File: src/rtl/change_dispenser_if.sv
// Bundle of the change-request, inventory-load and hopper/status signals
// between the vending controller (master) and the change dispenser (slave).
//   req_valid/req_amt/req_ready : change request handshake, Rs. 5 units
//   load_en/load_ten/load_five  : hopper inventory load
//   eject10/eject5              : hopper solenoid drives
//   busy/done/short/rem_amt     : status and completion report
//   cnt_ten/cnt_five            : current hopper inventory
interface change_dispenser_if #(
  parameter int unsigned AMT_W = 4,
  parameter int unsigned CNT_W = 6
);

  logic             req_valid;
  logic [AMT_W-1:0] req_amt;
  logic             req_ready;
  logic             load_en;
  logic [CNT_W-1:0] load_ten;
  logic [CNT_W-1:0] load_five;
  logic             eject10;
  logic             eject5;
  logic             busy;
  logic             done;
  logic             short;
  logic [AMT_W-1:0] rem_amt;
  logic [CNT_W-1:0] cnt_ten;
  logic [CNT_W-1:0] cnt_five;

  modport master (
    output req_valid, req_amt, load_en, load_ten, load_five,
    input  req_ready, eject10, eject5, busy, done, short, rem_amt,
           cnt_ten, cnt_five
  );

  modport slave (
    input  req_valid, req_amt, load_en, load_ten, load_five,
    output req_ready, eject10, eject5, busy, done, short, rem_amt,
           cnt_ten, cnt_five
  );

endinterface

File: src/rtl/change_dispenser.sv
// Change-return engine: pays a requested amount (Rs. 5 units) greedily as
// Rs. 10 then Rs. 5 coins by pulsing two hopper solenoids, tracks hopper
// inventory and reports completion plus any unpaid remainder.
//   clk, rst_n : clock, asynchronous active-low reset
//   bus        : change_dispenser_if.slave (request, load, ejects, status)
module change_dispenser #(
  parameter int unsigned AMT_W     = 4,
  parameter int unsigned CNT_W     = 6,
  parameter int unsigned PULSE_CYC = 4,
  parameter int unsigned GAP_CYC   = 2
) (
  input  logic                 clk,
  input  logic                 rst_n,
  change_dispenser_if.slave    bus
);

  localparam int unsigned TMR_MAX = (PULSE_CYC > GAP_CYC) ? PULSE_CYC : GAP_CYC;
  localparam int unsigned TMR_W   = (TMR_MAX > 1) ? $clog2(TMR_MAX) : 1;

  localparam logic [TMR_W-1:0] PULSE_LD = TMR_W'(PULSE_CYC - 1);
  localparam logic [TMR_W-1:0] GAP_LD   = TMR_W'(GAP_CYC - 1);

  typedef enum logic [2:0] {
    IDLE   = 3'd0,
    SELECT = 3'd1,
    EJECT  = 3'd2,
    GAP    = 3'd3,
    DONE   = 3'd4
  } state_t;

  state_t           state, state_nxt;

  logic [AMT_W-1:0] rem, rem_nxt;
  logic             sel_ten, sel_ten_nxt;
  logic [TMR_W-1:0] tmr, tmr_nxt;
  logic [CNT_W-1:0] cnt_ten, cnt_ten_nxt;
  logic [CNT_W-1:0] cnt_five, cnt_five_nxt;

  logic             done_q, done_nxt;
  logic             short_q, short_nxt;
  logic [AMT_W-1:0] rem_amt_q, rem_amt_nxt;
  logic             eject10_q, eject10_nxt;
  logic             eject5_q, eject5_nxt;
  logic             ready_q, ready_nxt;
  logic             busy_q, busy_nxt;

  // State register
  always_ff @(posedge clk or negedge rst_n) begin
    if (!rst_n) begin
      state <= IDLE;
    end else begin
      state <= state_nxt;
    end
  end

  // Datapath and registered outputs
  always_ff @(posedge clk or negedge rst_n) begin
    if (!rst_n) begin
      rem       <= '0;
      sel_ten   <= 1'b0;
      tmr       <= '0;
      cnt_ten   <= '0;
      cnt_five  <= '0;
      done_q    <= 1'b0;
      short_q   <= 1'b0;
      rem_amt_q <= '0;
      eject10_q <= 1'b0;
      eject5_q  <= 1'b0;
      ready_q   <= 1'b1;
      busy_q    <= 1'b0;
    end else begin
      rem       <= rem_nxt;
      sel_ten   <= sel_ten_nxt;
      tmr       <= tmr_nxt;
      cnt_ten   <= cnt_ten_nxt;
      cnt_five  <= cnt_five_nxt;
      done_q    <= done_nxt;
      short_q   <= short_nxt;
      rem_amt_q <= rem_amt_nxt;
      eject10_q <= eject10_nxt;
      eject5_q  <= eject5_nxt;
      ready_q   <= ready_nxt;
      busy_q    <= busy_nxt;
    end
  end

  // Next-state, datapath update and next-output decode
  always_comb begin
    state_nxt    = state;
    rem_nxt      = rem;
    sel_ten_nxt  = sel_ten;
    tmr_nxt      = tmr;
    cnt_ten_nxt  = cnt_ten;
    cnt_five_nxt = cnt_five;
    rem_amt_nxt  = rem_amt_q;
    done_nxt     = 1'b0;
    short_nxt    = 1'b0;

    case (state)
      IDLE: begin
        // Load and accept may coincide; SELECT then sees the loaded counts.
        if (bus.load_en) begin
          cnt_ten_nxt  = bus.load_ten;
          cnt_five_nxt = bus.load_five;
        end
        if (bus.req_valid) begin
          rem_nxt   = bus.req_amt;
          state_nxt = (bus.req_amt == '0) ? DONE : SELECT;
        end
      end

      SELECT: begin
        // Greedy, never overpaying: a lone Rs. 5 remainder cannot use a ten.
        if ((rem >= AMT_W'(2)) && (cnt_ten != '0)) begin
          sel_ten_nxt = 1'b1;
          tmr_nxt     = PULSE_LD;
          state_nxt   = EJECT;
        end else if ((rem != '0) && (cnt_five != '0)) begin
          sel_ten_nxt = 1'b0;
          tmr_nxt     = PULSE_LD;
          state_nxt   = EJECT;
        end else begin
          state_nxt = DONE;
        end
      end

      EJECT: begin
        if (tmr == '0) begin
          // Coin is out: book it against inventory and the remainder.
          if (sel_ten) begin
            cnt_ten_nxt = cnt_ten - CNT_W'(1);
            rem_nxt     = rem - AMT_W'(2);
          end else begin
            cnt_five_nxt = cnt_five - CNT_W'(1);
            rem_nxt      = rem - AMT_W'(1);
          end
          tmr_nxt   = GAP_LD;
          state_nxt = GAP;
        end else begin
          tmr_nxt = tmr - TMR_W'(1);
        end
      end

      GAP: begin
        if (tmr == '0) begin
          state_nxt = SELECT;
        end else begin
          tmr_nxt = tmr - TMR_W'(1);
        end
      end

      DONE: begin
        state_nxt = IDLE;
      end

      default: begin
        state_nxt = IDLE;
      end
    endcase

    // Completion report is captured on entry to DONE so it lines up with done.
    if (state_nxt == DONE) begin
      done_nxt    = 1'b1;
      short_nxt   = (rem_nxt != '0);
      rem_amt_nxt = rem_nxt;
    end
  end

  // Output decode from the next state so the registered outputs track state
  always_comb begin
    eject10_nxt = (state_nxt == EJECT) &&  sel_ten_nxt;
    eject5_nxt  = (state_nxt == EJECT) && !sel_ten_nxt;
    ready_nxt   = (state_nxt == IDLE);
    busy_nxt    = (state_nxt != IDLE);
  end

  assign bus.req_ready = ready_q;
  assign bus.busy      = busy_q;
  assign bus.eject10   = eject10_q;
  assign bus.eject5    = eject5_q;
  assign bus.done      = done_q;
  assign bus.short     = short_q;
  assign bus.rem_amt   = rem_amt_q;
  assign bus.cnt_ten   = cnt_ten;
  assign bus.cnt_five  = cnt_five;

endmodule

File: src/flat_wrapper.sv
// flat-port wrapper written by rule: the top's interface ports become plain ports
module change_dispenser_flat 
#(
  parameter int unsigned AMT_W     = 4,
  parameter int unsigned CNT_W     = 6,
  parameter int unsigned PULSE_CYC = 4,
  parameter int unsigned GAP_CYC   = 2
)
  (clk, rst_n, bus_req_valid, bus_req_amt, bus_load_en, bus_load_ten, bus_load_five, bus_req_ready, bus_eject10, bus_eject5, bus_busy, bus_done, bus_short, bus_rem_amt, bus_cnt_ten, bus_cnt_five);
  change_dispenser_if #(.AMT_W(AMT_W), .CNT_W(CNT_W)) bus_i ();
  input  logic clk;
  input  logic rst_n;
  input wire logic [$bits(bus_i.req_valid)-1:0] bus_req_valid;
  input wire logic [$bits(bus_i.req_amt)-1:0] bus_req_amt;
  input wire logic [$bits(bus_i.load_en)-1:0] bus_load_en;
  input wire logic [$bits(bus_i.load_ten)-1:0] bus_load_ten;
  input wire logic [$bits(bus_i.load_five)-1:0] bus_load_five;
  output wire logic [$bits(bus_i.req_ready)-1:0] bus_req_ready;
  output wire logic [$bits(bus_i.eject10)-1:0] bus_eject10;
  output wire logic [$bits(bus_i.eject5)-1:0] bus_eject5;
  output wire logic [$bits(bus_i.busy)-1:0] bus_busy;
  output wire logic [$bits(bus_i.done)-1:0] bus_done;
  output wire logic [$bits(bus_i.short)-1:0] bus_short;
  output wire logic [$bits(bus_i.rem_amt)-1:0] bus_rem_amt;
  output wire logic [$bits(bus_i.cnt_ten)-1:0] bus_cnt_ten;
  output wire logic [$bits(bus_i.cnt_five)-1:0] bus_cnt_five;
  assign bus_i.req_valid = bus_req_valid;
  assign bus_i.req_amt = bus_req_amt;
  assign bus_i.load_en = bus_load_en;
  assign bus_i.load_ten = bus_load_ten;
  assign bus_i.load_five = bus_load_five;
  assign bus_req_ready = bus_i.req_ready;
  assign bus_eject10 = bus_i.eject10;
  assign bus_eject5 = bus_i.eject5;
  assign bus_busy = bus_i.busy;
  assign bus_done = bus_i.done;
  assign bus_short = bus_i.short;
  assign bus_rem_amt = bus_i.rem_amt;
  assign bus_cnt_ten = bus_i.cnt_ten;
  assign bus_cnt_five = bus_i.cnt_five;
  change_dispenser #(.AMT_W(AMT_W), .CNT_W(CNT_W), .PULSE_CYC(PULSE_CYC), .GAP_CYC(GAP_CYC)) u_core (.clk(clk), .rst_n(rst_n), .bus(bus_i));
endmodule
File: config.mk
export PLATFORM = sky130hd
export DESIGN_NAME = change_dispenser_flat
export DESIGN_NICKNAME = d
export VERILOG_FILES = /design/src/rtl/change_dispenser_if.sv /design/src/rtl/change_dispenser.sv /design/src/flat_wrapper.sv
export SDC_FILE = /design/constraint.sdc
export NUM_CORES = 1
export LEC_CHECK = 0
export CORE_MARGIN = 3
export CORE_UTILIZATION = 45
export CTS_BUF_LIST = sky130_fd_sc_hd__clkbuf_2
export DETAILED_ROUTE_END_ITERATION = 8
export PLACE_DENSITY = 0.8
export SLEW_MARGIN = 20
export SYNTH_ARGS = -nofsm -noshare
export SYNTH_HDL_FRONTEND = slang
export SYNTH_SLANG_ARGS = --single-unit
export TNS_END_PERCENT = 50
File: constraint.sdc
create_clock -name clk -period 2 [get_ports clk]
set_input_delay 0.3 -clock clk [delete_from_list [all_inputs] [get_ports clk]]
set_output_delay 0.3 -clock clk [all_outputs]
set_load 0.01 [all_outputs]
# Word level (Yosys, flattened, before mapping)
# Cells that the tools add are included.
# op_classes
magnitude_cmp	1
addsub	5
muxes	29
reduce_logical	19
eq_ne	11
# ops
cell	count
2-to-1 mux 6 bit	6
one-hot mux 6 bit (2 select lines)	2
2-to-1 mux 3 bit	6
2-to-1 mux 4 bit	3
one-hot mux 3 bit (4 select lines)	1
nonzero test 6 bit	2
subtractor 6 x 1 -> 6 bit (second input constant)	2
equality test 3 x 2 -> 1 bit (second input constant)	3
2-to-1 mux 2 bit	4
one-hot mux 4 bit (2 select lines)	1
AND reduction 4 bit	2
nonzero test 4 bit	2
logical NOT 3 bit	2
inequality test 2 bit (second input constant)	3
one-hot mux 2 bit (3 select lines)	1
nonzero test 3 bit	2
2-to-1 mux 1 bit	5
>= comparator 4 x 2 -> 1 bit (second input constant)	1
logical AND 1 bit	4
logical NOT 4 bit	1
inequality test 2 x 1 -> 1 bit (second input constant)	2
subtractor 4 x 1 -> 4 bit (second input constant)	1
subtractor 4 x 2 -> 4 bit (second input constant)	1
equality test 3 x 1 -> 1 bit (second input constant)	1
7 further kinds	7
# totals
input_bits	20
word_cells	78
regBits	32
output_inout_bits	22

# Longest topological paths before layout
# Gate-level depths: netlist (run 1).
# depth
ltp_word	7
ltp_mapped	8
ltp_nobuf	7

# Worst setup path after synthesis (run 1)
# No wires, ideal clock.
# synth_path
path_kind	register to register
start	register u_core.cnt_ten[0], in the netlist u_core.bus.cnt_ten[0]
end	register u_core.tmr[1]
required_time_ps	1875
path_slack_ps	132
path_buffers	0
synth_period_minus_slack_ps	1868
stages_incl_launch_ff	8
setup_ps	125
arrival_time_ps	1743
cell_sequence	dfrtp_1 > inv_1 > ha_1 > nor3b_2 > a22o_1 > nand2_1 > a32o_1 > mux2_2
# synth_via
elab_chain_len	4
word_cells_on_any_way	6
classes_between	1 x eq/ne; 2 x mux; 3 x reduce/logical
# synth_rtl
element	line_no	text
start: declaration	change_dispenser.sv:36	logic [CNT_W-1:0] cnt_ten, cnt_ten_nxt;
start signal: assignment	change_dispenser.sv:75	cnt_ten <= cnt_ten_nxt;
nonzero test 6 bit (*)	change_dispenser.sv:114	if ((rem >= AMT_W'(2)) && (cnt_ten != '0)) begin
logical AND 1 bit (*)	change_dispenser.sv:114	
inequality test 3 x 1 -> 1 bit (no source line) or 2-to-1 mux 2 bit (tied branches)	--	
AND reduction 3 bit (no source line) or one-hot mux 2 bit (3 select lines) (tied branches)	--	
end signal: assignment	change_dispenser.sv:74	tmr <= tmr_nxt;
end: declaration	change_dispenser.sv:35	logic [TMR_W-1:0] tmr, tmr_nxt;
# Every way passes the cells marked *; elsewhere a longest branch is shown, timed or not.
# A chain may end at the register's enable or synchronous reset.

# Worst setup path after layout (run 1)
# layout_path
start	register u_core.cnt_ten[1], in the netlist u_core.bus.cnt_ten[1]
end	register u_core.busy_q, in the netlist u_core.bus.busy
# layout_via
elab_chain_len	5
# layout_rtl
element	line_no	text
nonzero test 6 bit	change_dispenser.sv:114	
logical AND 1 bit	change_dispenser.sv:114	
2-to-1 mux 3 bit	change_dispenser.sv:114	
one-hot mux 3 bit (4 select lines)	change_dispenser.sv:99	case (state)
named net u_core.state_nxt[1]	change_dispenser.sv:31	state_t state, state_nxt;
nonzero test 3 bit	change_dispenser.sv:174	busy_nxt = (state_nxt != IDLE);
named net u_core.busy_nxt	change_dispenser.sv:45	logic busy_q, busy_nxt;
end signal: assignment	change_dispenser.sv:83	busy_q <= busy_nxt;
end: declaration	change_dispenser.sv:45	
# The timed path passes the listed nets, and every way through them passes these cells.

==> impl_summary.md, run 1 <==
Synth
The predominant post-synthesis flop cell is sky130_fd_sc_hd__dfrtp_1. Yosys mapped the design onto 47 distinct sky130hd cell types. After technology mapping, the gate count stands at 190. The synthesized area per cell is roughly 9.6 um^2.

The flip-flop and latch count after synthesis is 32. The number of enable-type register cells in the synthesized netlist is 0. By count the netlist is led by 31 x sky130_fd_sc_hd__dfrtp_1, 24 x sky130_fd_sc_hd__o21ai_0, 18 x sky130_fd_sc_hd__nor2_1, 13 x sky130_fd_sc_hd__a21oi_1, 13 x sky130_fd_sc_hd__nand2_1.

After synthesis, the share of flip-flops with an asynchronous set or reset is 1.00. The top-area cell type share of the netlist area is 0.426. The number of nets in the synthesized netlist is 219. The count of synthesis-stage warnings from yosys is 0. After synthesis the cells add up to 1820 um^2. By area the synthesized netlist is led by sky130_fd_sc_hd__dfrtp_1 43%, sky130_fd_sc_hd__o21ai_0 6.6%, sky130_fd_sc_hd__ha_1 6.2%. The share of the Yosys chip area taken by registers is 0.440.

The most instantiated library cell after synthesis is sky130_fd_sc_hd__dfrtp_1. Summed over all instances, the cell type with the most area after synthesis is sky130_fd_sc_hd__dfrtp_1.

GRT
The most used routing layer is met2. For this run the aggregate overflow at the end of global routing stands at 0. Entering global routing, the biggest net connects 33 pins. The via count of the first global-routing pass was 1581. The first global-routing pass estimated 7450 um of wire. In the global route stage, met1 resource usage came out at 0.251.

The number of antenna violations at the first check in global routing was 0. For met2 alone, demand over resource in global routing was 0.291. Across every metal layer, demand over resource in global routing totals 0.188. The met3 capacity usage during global routing is 0.0565.

Detailed routing
The average wire per cell in the routed design is 14.1 um. The pre-antenna-repair detailed-routing pass consisted of 5 iterations. In the routed design, unresolved DRC markers number 0. Summed over all layers, the routed wires come to between 4000 and 5000 um. The first routing iteration left 145 violations.

The count of nets left with antenna violations once routing finished came out at 0. The routed layout has 1649 vias. The average via count per standard cell is around 5.5.

Worst setup path
The start-to-end type of the worst setup path is flip-flop to flip-flop. The biggest cell delay along the critical path is 0.43 ns. The signal on the critical path passes through inv_1 > ha_2 > nor3b_4 > a22o_1 > nand2_2 > a32o_2 > or3_1. The slowest stage of the critical path is the sky130_fd_sc_hd__dfrtp_1 cell. The launching element type of the critical path is a flip-flop. STA puts the critical path data arrival time at 2.19 ns. The register-to-register setup slack is roughly 0.082 ns. The worst register-to-register path has a depth of 7. STA puts the critical path data required time at between 2 and 2.5 ns.

The highest fanout seen on the critical path is 4. In this run the critical register-to-register path is launched from u_core.bus.cnt_ten[1]. The reg-to-reg endpoint is u_core.bus.busy. STA classifies the critical path endpoint as a flip-flop.

Clock tree
In this run the clock root is driven by a sky130_fd_sc_hd__clkbuf_2. In this run, CTS created clock tree buffers numbering 5. TritonCTS built the clock tree. After clock tree synthesis, the clock-pin slew on the worst setup and hold paths is 0.16 ns. The later pin in the worst-skew pair is clocked with a latency of 0.38 ns.

The clock tree synthesis step divided the H-tree into 2 levels. The maximum clock path buffer count is 2. The clock sink count is 32.

Layout
The finished layout holds 298 standard cells, fillers aside. At the end of the flow, the number of nets in the layout was 278. From synthesis to final layout, the design area changed by 33.8%. The share of final-layout standard cells stronger than drive strength 1 is 0.192. The number of antenna repair diodes is 0.

Place
The count of buffers inserted at the top-level ports is 41. Counting tap cells, the placed design contains a total of 287 instances. The total half-perimeter wirelength after legalization and detailed placement is 3040 um. The congestion estimate from routability-driven global placement came to 0.844.

STA
The shortest clock period the worst path allows after layout is 1.92 ns. For the pin with the worst max-slew slack, the measured transition is 0.496 ns. The share of the clock period used by the worst path after layout is 0.959. The number of hold-slack violations in the final timing report came to 0. The clock arrives with between 0.01 and 0.015 ns of skew. Timing would allow up to approximately 520 MHz. The number of pins with negative max-slew slack in the final report is 0.

Measured against its own limit, the worst slew margin works out to 0.667. Setup violations remaining at the end of the flow were counted as 0.

Power
The internal portion of the total power is 2.13 mW. The total power divided by cell area is about 1500 nW/um^2. The share of total power dissipated in the clock network is 0.085. Of the total power, the share spent switching nets is 0.422. Of the total power, combinational logic draws 0.591. In this run the static leakage power is 1.04 nW. The post-layout total power is 3.69 mW. For this design the total switching power over the nets is 1.56 mW. The worst-case IR drop observed on VDD is 0.663 mV. Of the total power, registers draw 0.324.

Floorplanning
The floorplan has 22 rows. The area of the die is 4850 um^2. The die is roughly 70 um tall. The area of the core region is about 3800 um^2. For this configuration, the core starts out at a cell density of 0.483. 42 I/O pins were placed. The horizontal die dimension is 69.7 um.

Outcome
The run finished with clean final reports.

Hold path
The worst min-delay path class is input pin to asynchronous set/reset pin.

Run
The tool flagged a number of max-cap violations equal to 0.
==> power by group through the flow <==
stage / clock network [mW] / registers (mW) / logic [mW]
floorplan: 0 / 1.24 / 1.22
finish: 0.314 / 1.20 / 2.18
CTS: 0.316 / 1.19 / 2.09
detailed placement: 0 / 1.21 / 2.07
global placement: 0 / 1.20 / 2.02
global route: 0.355 / 1.24 / 2.45
==> repair_timing <==
item                                    in CTS  in global routing
resized for setup                            0                  7
buffers inserted                             0                  3
hold buffers                                 0                  0
endpoints found under the setup margin       0                 13
==> critical path, delay by kind of cell, from the launching register on <==
family | cells | cell delay, ns
DFF | 1 | 0.43
buffers and inverters | 1 | 0.08
and+or+nand+nor | 3 | 0.63
adders and majority gates | 1 | 0.18
AOI/OAI and AO/OA | 2 | 0.48
==> worst max path at each step <==
| stage | startpoint | to | slack [ns] | cells past startpoint |
|---|---|---|---|---|
| final | u_core.bus.cnt_ten[1] | u_core.bus.busy | 0.08 | 7 |
| after global routing | u_core.bus.cnt_five[0] | u_core.bus.busy | -0.02 | 7 |
| after CTS | u_core.bus.cnt_five[0] | u_core.bus.busy | 0.03 | 7 |
| after detailed placement | bus_req_valid | u_core.bus.rem_amt[2] | -0.003 | 5 |
| after global placement | bus_req_valid | u_core.bus.rem_amt[1] | 0.06 | 5 |
| after floorplan | u_core.bus.cnt_ten[0] | u_core.tmr[1] | 0.13 | 7 |
==> cells in the final DEF (no fill, tap or decap), drive strengths merged, types with 3 or more instances in the layout <==
cell / n
clkbuf: 7
nor3: 7
o21ai: 25
ha: 9
nand3: 7
dfrtp: 31
nor2: 19
nor3b: 4
inv: 10
a211oi: 3
nand2: 13
clkdlybuf4s50: 41
buf: 19
a22oi: 3
a21oi: 13
mux2: 6
==> layer usage <==
metal / vias to the layer above / wire length [um]
li1: 803 / -
met1: 795 / 1960
met2: 44 / 1930
met3: 7 / 221
met4: 0 / 73
met5: - / 0
==> cell families after synthesis <==
group                      share of synthesized area
AOI/OAI and AO/OA                              0.211
adders and majority gates                     0.0618
buffers and inverters                         0.0570
DFF                                            0.440
muxes                                         0.0371
and+or+nand+nor                                0.193
==> metrics by stage <==
| stage | util | hold slack [ns] | area [um^2] | setup WS [ns] | TNS (ns) |
|---|---|---|---|---|---|
| after global routing | 0.647 | 0.291 | 2440 | -0.0225 | -0.0466 |
| final | 0.647 | 0.279 | 2440 | 0.0822 | 0 |
| after detailed placement | 0.622 | 0.496 | 2350 | -0.00291 | -0.00291 |
| after global placement | 0.622 | 0.501 | 2350 | 0.0610 | 0 |
| after CTS | 0.633 | 0.297 | 2390 | 0.0317 | 0 |
| after floorplan | - | 0.00441 | 1820 | 0.132 | 0 |
==> state kept, by name, indices dropped and copies added (netlist names), 2 cells and up <==
register / cells
u_core.state: 3
u_core.rem: 4
u_core.bus.rem_amt: 4
u_core.bus.cnt_five: 6
u_core.tmr: 2
u_core.bus.cnt_ten: 6
==> cell type report <==
class / instances / area [um^2]
repair buffers: 60 / 553
fillers: 331 / 1330
multi-input cells: 140 / 948
clock buffers: 7 / 35.0
clock inverters: 1 / 3.75
flip-flops and latches: 32 / 802
inverters: 10 / 37.5
well taps: 48 / 60.1
Power figures use the tool's default switching activity.
==> run 2: changes to the inputs <==
- REMOVE_ABC_BUFFERS: default -> 1
- clock period: 2 -> 2.1 ns (I/O delays scaled with it)
==> run 2 against run 1 <==
Compared with the run above:
- via count fell by 1.5%
- routed wire length down 2.2%
- clock power shrank 8.6%
- flip-flop and latch count did not move
- critical endpoint unchanged
- utilization fell by 1.8 points
- global-route usage is 0.86 points lower
==> impl_summary.md, run 2 (synthesized netlist as in run 1, its figures left out) <==
Hold path
The worst min-delay path class is input pin to asynchronous set/reset pin.

Detailed routing
The average via count per standard cell is 5.60 (+1.3%). The average wire per cell in the routed design was 14.1 um (+0.45%). The detailed-routing iteration count for the pre-antenna-repair pass is 4 (-1).

The count of vias placed by the detailed router is 1625 (-1.5%). The number of design-rule violations left by the first detailed-router iteration is 73 (-50%). The number of remaining DRC errors came to 0 (unchanged). The final routed wirelength across all metal layers is 4090 um (-2.2%). The post-detailed-route count of antenna-violating nets is 0 (unchanged).

Worst setup path
The register-to-register setup slack is 0.11 ns (+0.03 ns). The highest fanout seen on the critical path is 7 (+3). STA classifies the critical path endpoint as a flip-flop.

The worst register-to-register path ends at u_core.bus.busy. The number of cells on the worst reg-to-reg path is 7 (unchanged). The startpoint identified for the worst register-to-register timing path is u_core.bus.cnt_ten[0]. The arrival time of the worst setup path is 2.26 ns (+0.07 ns).

The critical path is of the flip-flop to flip-flop type. The data required time of the critical path is 2.37 ns (+0.10 ns). STA classifies the critical path startpoint as a flip-flop.

STA
The slew at the pin closest to its max-slew limit came to 0.474 ns (-0.0225 ns). The tightest slew margin relative to the limit came to 0.682 (+0.0151). The shortest clock period the worst path allows after layout was 1.99 ns (+0.0692 ns). The highest attainable clock frequency is 503 MHz (-3.5%). The number of hold-slack violations in the final timing report is 0 (unchanged). The share of the clock period used by the worst path after layout is 0.946 (-0.0127).

The number of pins with negative max-slew slack in the final report was 0 (unchanged). The post-layout worst setup margin is 0.113 ns (+0.0308 ns). The worst slack on hold paths is 0.326 ns (+0.0462 ns). The final setup violation count is 0 (unchanged). The setup total negative slack came to 0 ns (unchanged). The worst-case clock skew was 0.0132 ns (+0.00241 ns). Setup repair after global routing left no endpoint under its margin.

Layout
The share of final-layout standard cells stronger than drive strength 1 is 0.157 (-0.0350). The area taken by flip-flops and latches was 802 um^2 (unchanged). The largest registers in the layout are u_core.bus.cnt_five: 6 flops, u_core.bus.cnt_ten: 6 flops. The count of non-filler cells in the finished layout is 290 (-2.7%). The number of antenna repair diodes came to 0 (unchanged). The leading cell type in the layout, fill and taps excluded is sky130_fd_sc_hd__clkdlybuf4s50_1. The net count of the finished layout is 270 (-2.9%). In the layout the commonest cells are 41 x sky130_fd_sc_hd__clkdlybuf4s50_1, 31 x sky130_fd_sc_hd__dfrtp_1, 24 x sky130_fd_sc_hd__o21ai_0, 18 x sky130_fd_sc_hd__nor2_1. The count of fill cells added during filler insertion is 338 (+2.1%). The area of combinational cells with multiple inputs is 940 um^2 (-0.92%). The area growth from synthesis to layout is 30.1%.

Clock tree
The clock network latency to the later pin of the worst-skew pair came to 0.37 ns (about the same). The cell sitting at the root of the clock tree is a sky130_fd_sc_hd__clkbuf_2. The maximum clock path buffer count was 2 (unchanged). The clock sink count was 32 (unchanged). The CTS tree is yes.

The count of buffers added by post-CTS timing repair for setup is 0 (unchanged). The CTS clock-pin slew for the worst setup and hold paths came to 0.17 ns (about the same). The number of buffers inserted during clock tree synthesis is 5 (unchanged). The CTS H-tree depth is 2 (unchanged).

GRT
The overflow left after global routing is 0 (unchanged). The maximum number of pins on one net before global-route repair was 33 (unchanged). The total track usage is 0.180 (-0.00856). The first-pass GRT wire length is 7160 um (-3.9%).

The number of antenna violations at the first check in global routing came to 0 (unchanged). The via count of the first global-routing pass is 1635 (+3.4%).

Floorplanning
The starting density of the core is 0.483 (unchanged). The boundary pin count is 42 (unchanged). The die height is 69.7 um (unchanged). The horizontal die dimension was 69.7 um (unchanged). The count of standard-cell rows is 22 (unchanged).

The area of the core region is 3770 um^2 (unchanged). The area of the die is 4850 um^2 (unchanged).

Power
The post-layout total power is 3.37 mW (-8.6%). The static power due to leakage is 1.00 nW (-4.0%). The total power divided by cell area came to 1420 nW/um^2 (-5.9%).

The maximum vdd drop came to 0.792 mV (+19%).

Outcome
The flow ran to the end, and the final reports show no timing, DRC or antenna violations.

Place
The total half-perimeter wirelength after legalization and detailed placement is 3080 um (+1.2%). The worst setup slack after placement was 0.0609 ns (+0.0638 ns). The count of buffers inserted at the top-level ports is 41 (unchanged).

The last weighted congestion value of the routability-driven placer is 0.892 (+5.7%). The number of instances in the placed design was 282 (-1.7%).

Run
The number of maximum-capacitance violations is 0 (unchanged).
-- run 2: final cells by class --
| cell class | count | area share |
|---|---|---|
| Multi-Input combinational cell | 140 | 0.396 |
| Sequential cell | 32 | 0.338 |
| Timing Repair Buffer | 52 | 0.208 |
| Tap cell | 48 | 0.0253 |
| Inverter | 10 | 0.0158 |
| Clock buffer | 5 | 0.0106 |
| Clock inverter | 3 | 0.00580 |
-- run 2: worst max-delay path by stage --
stage,start,end,slack [ns]
2_1_floorplan,u_core.tmr[0],u_core.bus.cnt_ten[0],0.18
3_3_place_gp,u_core.bus.cnt_five[0],u_core.bus.busy,0.05
3_5_place_dp,u_core.bus.cnt_five[0],u_core.bus.busy,0.06
4_1_cts,u_core.bus.cnt_five[0],u_core.bus.busy,0.03
5_1_grt,u_core.rem[1],u_core.bus.rem_amt[3],0.002
6_report,u_core.bus.cnt_ten[0],u_core.bus.busy,0.11
-- run 2: worst max-delay path, stage by stage, from the launching register on --
cell,delay (ns)
sky130_fd_sc_hd__dfrtp_1,0.45
sky130_fd_sc_hd__inv_1,0.07
sky130_fd_sc_hd__ha_1,0.18
sky130_fd_sc_hd__nor3b_4,0.21
sky130_fd_sc_hd__a22o_1,0.18
sky130_fd_sc_hd__nand2_1,0.12
sky130_fd_sc_hd__a32o_2,0.34
sky130_fd_sc_hd__or3_1,0.34
-- run 2: timing repair --
item	4_1_cts	5_1_grt
hold buffers	0	0
endpoints found under the setup margin	0	7
gates resized for setup	0	5
-- run 2: power by group --
group | internal [mW] | leakage (nW) | switching [mW]
sequential | 0.882 | 0.385 | 0.276
combinational | 0.962 | 0.586 | 0.967
clock | 0.0746 | 0.0302 | 0.213
-- run 2: per-layer routing --
| layer | global-route usage | vias to the layer above | wire length [um] |
|---|---|---|---|
| met5 | 0 | - | 0 |
| met4 | 0.0745 | 0 | 89 |
| li1 | - | 798 | - |
| met2 | 0.286 | 44 | 1950 |
| met1 | 0.232 | 772 | 1860 |
| met3 | 0.0464 | 11 | 195 |
-- run 2: per-stage QoR --
step / instance area (um^2) / utilization
3_5_place_dp: 2310 / 0.612
6_report: 2370 / 0.629
2_1_floorplan: 1760 / -
4_1_cts: 2350 / 0.623
3_3_place_gp: 2310 / 0.612
5_1_grt: 2370 / 0.629
==> run 3: changes to the inputs <==
- DONT_BUFFER_PORTS: default -> 1
- PLACE_DENSITY: 0.8 -> 0.69
- SLEW_MARGIN: 20 -> 15
- clock period: 2.1 -> 1.69 ns (I/O delays scaled with it)
==> run 3 against run 2 <==
Compared with the run above:
- the run now ends with negative setup slack left
- critical path depth is the same
- largest power group unchanged
- clock skew grew 0.0072 ns
- routed wire length grew 19%
- die area is the same
- utilization grew 0.099 points
- sequential power grew 22%
- global-route usage grew 2.5 points
==> impl_summary.md, run 3 (synthesized netlist as in run 1, its figures left out) <==
Outcome
The run finished, with violations left. The final reports fail on negative setup slack.

Hold path
The startpoint identified for the worst hold timing path is bus_load_five[0]. Counting instances, the worst hold path has a depth of 2. The worst hold path belongs to the class input pin to flip-flop.

Layout
The number of antenna repair diodes is 0 (unchanged). Compared with the post-synthesis result, the final layout area differs by 30.3%. In the layout the commonest cells are 49 x sky130_fd_sc_hd__buf_4, 30 x sky130_fd_sc_hd__dfrtp_1, 20 x sky130_fd_sc_hd__o21ai_0, 18 x sky130_fd_sc_hd__nor2_1, 13 x sky130_fd_sc_hd__a21oi_1. The share of final-layout standard cells stronger than drive strength 1 is 0.370 (+0.213). The leading cell type in the layout, fill and taps excluded is sky130_fd_sc_hd__buf_4.

The count of non-filler cells in the finished layout was 291 (+0.34%). The final cell utilization of the core was 0.630 (+0.000995). The net count of the finished layout came to 271 (+0.37%). The cell area after layout came to 2370 um^2 (+0.16%).

The largest registers in the layout are u_core.bus.cnt_five: 6 flops, u_core.bus.cnt_ten: 6 flops.

Floorplanning
The area of the die was 4850 um^2 (unchanged). The area of the core region was 3770 um^2 (unchanged). The count of standard-cell rows is 22 (unchanged).

The boundary pin count is 42 (unchanged). The starting density of the core was 0.483 (unchanged). The die height came to 69.7 um (unchanged). The horizontal die dimension was 69.7 um (unchanged).

GRT
The total track usage was 0.205 (+0.0252). The maximum number of pins on one net before global-route repair is 33 (unchanged). The via count of the first global-routing pass is 1716 (+5.0%). The number of antenna violations at the first check in global routing is 0 (unchanged).

The first-pass GRT wire length was 7940 um (+11%). The overflow left after global routing is 0 (unchanged).

Worst setup path
The highest fanout seen on the critical path is 4 (-3). The worst register-to-register path begins at u_core.bus.cnt_ten[1]. The slowest stage of the critical path is the sky130_fd_sc_hd__dfrtp_1 cell. The data required time of the critical path is 1.95 ns (-0.42 ns). The arrival time of the worst setup path is 2.13 ns (-0.13 ns). STA classifies the critical path endpoint as a flip-flop. By startpoint and endpoint, the worst setup path is classified as flip-flop to flip-flop. The number of cells on the worst reg-to-reg path is 7 (unchanged).

The timing startpoint of the critical path is u_core.bus.cnt_ten[1]. The biggest cell delay along the critical path is 0.42 ns (-0.03 ns). The launching element type of the critical path is a flip-flop.

The critical path goes through inv_2 > ha_4 > nor3b_4 > a22o_1 > nand2_2 > a32o_2 > or3_1.

Power
The maximum vdd drop came to 0.901 mV (+14%). The post-layout total power is 4.73 mW (+40%). The static power due to leakage is 1.07 nW (+6.4%).

The total power divided by cell area is 1990 nW/um^2 (+40%).

STA
The slew at the pin closest to its max-slew limit is 0.463 ns (-0.0112 ns). The shortest clock period the worst path allows after layout is 1.87 ns (-0.118 ns). The final setup violation count is 11 (+11). The worst slack on hold paths is 0.0380 ns (-0.288 ns).

The highest attainable clock frequency is 535 MHz (+6.3%). Setup repair after global routing could not meet its margin everywhere. The worst-case clock skew is 0.0204 ns (+0.00717 ns).

The post-layout worst setup margin is -0.179 ns (-0.292 ns). The number of pins with negative max-slew slack in the final report is 0 (unchanged). The number of hold-slack violations in the final timing report is 0 (unchanged). The setup total negative slack is -1.61 ns (-1.61 ns). The tightest slew margin relative to the limit is 0.689 (+0.00754). The share of the clock period used by the worst path after layout was 1.11 (+0.160).

Clock tree
The clock network latency to the later pin of the worst-skew pair is 0.38 ns (about the same). The maximum clock path buffer count was 2 (unchanged). The clock sink count came to 32 (unchanged). The tree is rooted in a sky130_fd_sc_hd__clkbuf_2. The CTS tree is yes. The CTS H-tree depth was 2 (unchanged).

The number of buffers inserted during clock tree synthesis is 5 (unchanged). The CTS clock-pin slew for the worst setup and hold paths is 0.16 ns (about the same).

Detailed routing
The average wire per cell in the routed design is 16.7 um (+18%). The average via count per standard cell is 5.70 (+1.7%). The final routed wirelength across all metal layers is 4860 um (+19%).

The post-detailed-route count of antenna-violating nets is 0 (unchanged). The detailed-routing iteration count for the pre-antenna-repair pass was 4 (unchanged). The number of design-rule violations left by the first detailed-router iteration is 34 (-53%). The number of remaining DRC errors is 0 (unchanged). The count of vias placed by the detailed router is 1658 (+2.0%).

Place
The last weighted congestion value of the routability-driven placer is 0.930 (+4.2%). The total half-perimeter wirelength after legalization and detailed placement came to 3490 um (+13%). The instance area after placement is 2150 um^2 (-7.0%).

The number of instances in the placed design is 274 (-2.8%). The worst setup slack after placement came to -0.276 ns (-0.337 ns). The count of buffers inserted at the top-level ports came to 0 (-100%).

Run
The number of maximum-capacitance violations is 0 (unchanged).
## run 3: report_power, final
group / switching [mW] / internal [mW]
clock network: 0.260 / 0.0996
registers: 0.308 / 1.10
logic: 1.49 / 1.47
total: 2.06 / 2.67
## run 3: worst max-delay path: cells and delay by family (launching register included)
kind,cells,cell delay (ns)
simple gates,3,0.61
buf+inv,1,0.09
fa+ha+maj,1,0.14
compound gates,2,0.49
flops,1,0.42
## run 3: path summary, 6_finish.rpt
path	slack, ns	endpoint
setup / recovery	-0.18	u_core.bus.busy
hold / removal	0.04	u_core.bus.cnt_five[0]
setup reg to reg	-0.18	u_core.bus.busy
hold reg to reg	0.58	u_core.bus.cnt_five[1]
max in group asynchronous	1.12	u_core.bus.req_ready
min in group asynchronous	0.30	u_core.bus.cnt_five[2]
## run 3: layer usage
metal  GRT usage  vias to the layer above  wire, um
met3      0.0638                       11       313
met2       0.357                       64      2490
met5           0                        -         0
li1            -                      796         -
met1       0.231                      787      1950
met4      0.0851                        0       108
## run 3: layout make-up
cell class                 instances  area (um^2)
timing repair buffer              53          419
sequential                        32          803
clock inverter                     2         7.51
clock buffer                       6         30.0
fill                             298         1400
multi-input combinational        140         1020
tap                               48         60.1
inverter                          10         37.5
## run 3: repair_timing
item	4_1_cts	5_1_grt
endpoints found under the setup margin	14	27
buffers inserted	4	3
gates resized for setup	17	13
pin swaps	8	8
hold buffers	3	0
endpoints found under the hold margin	33	0
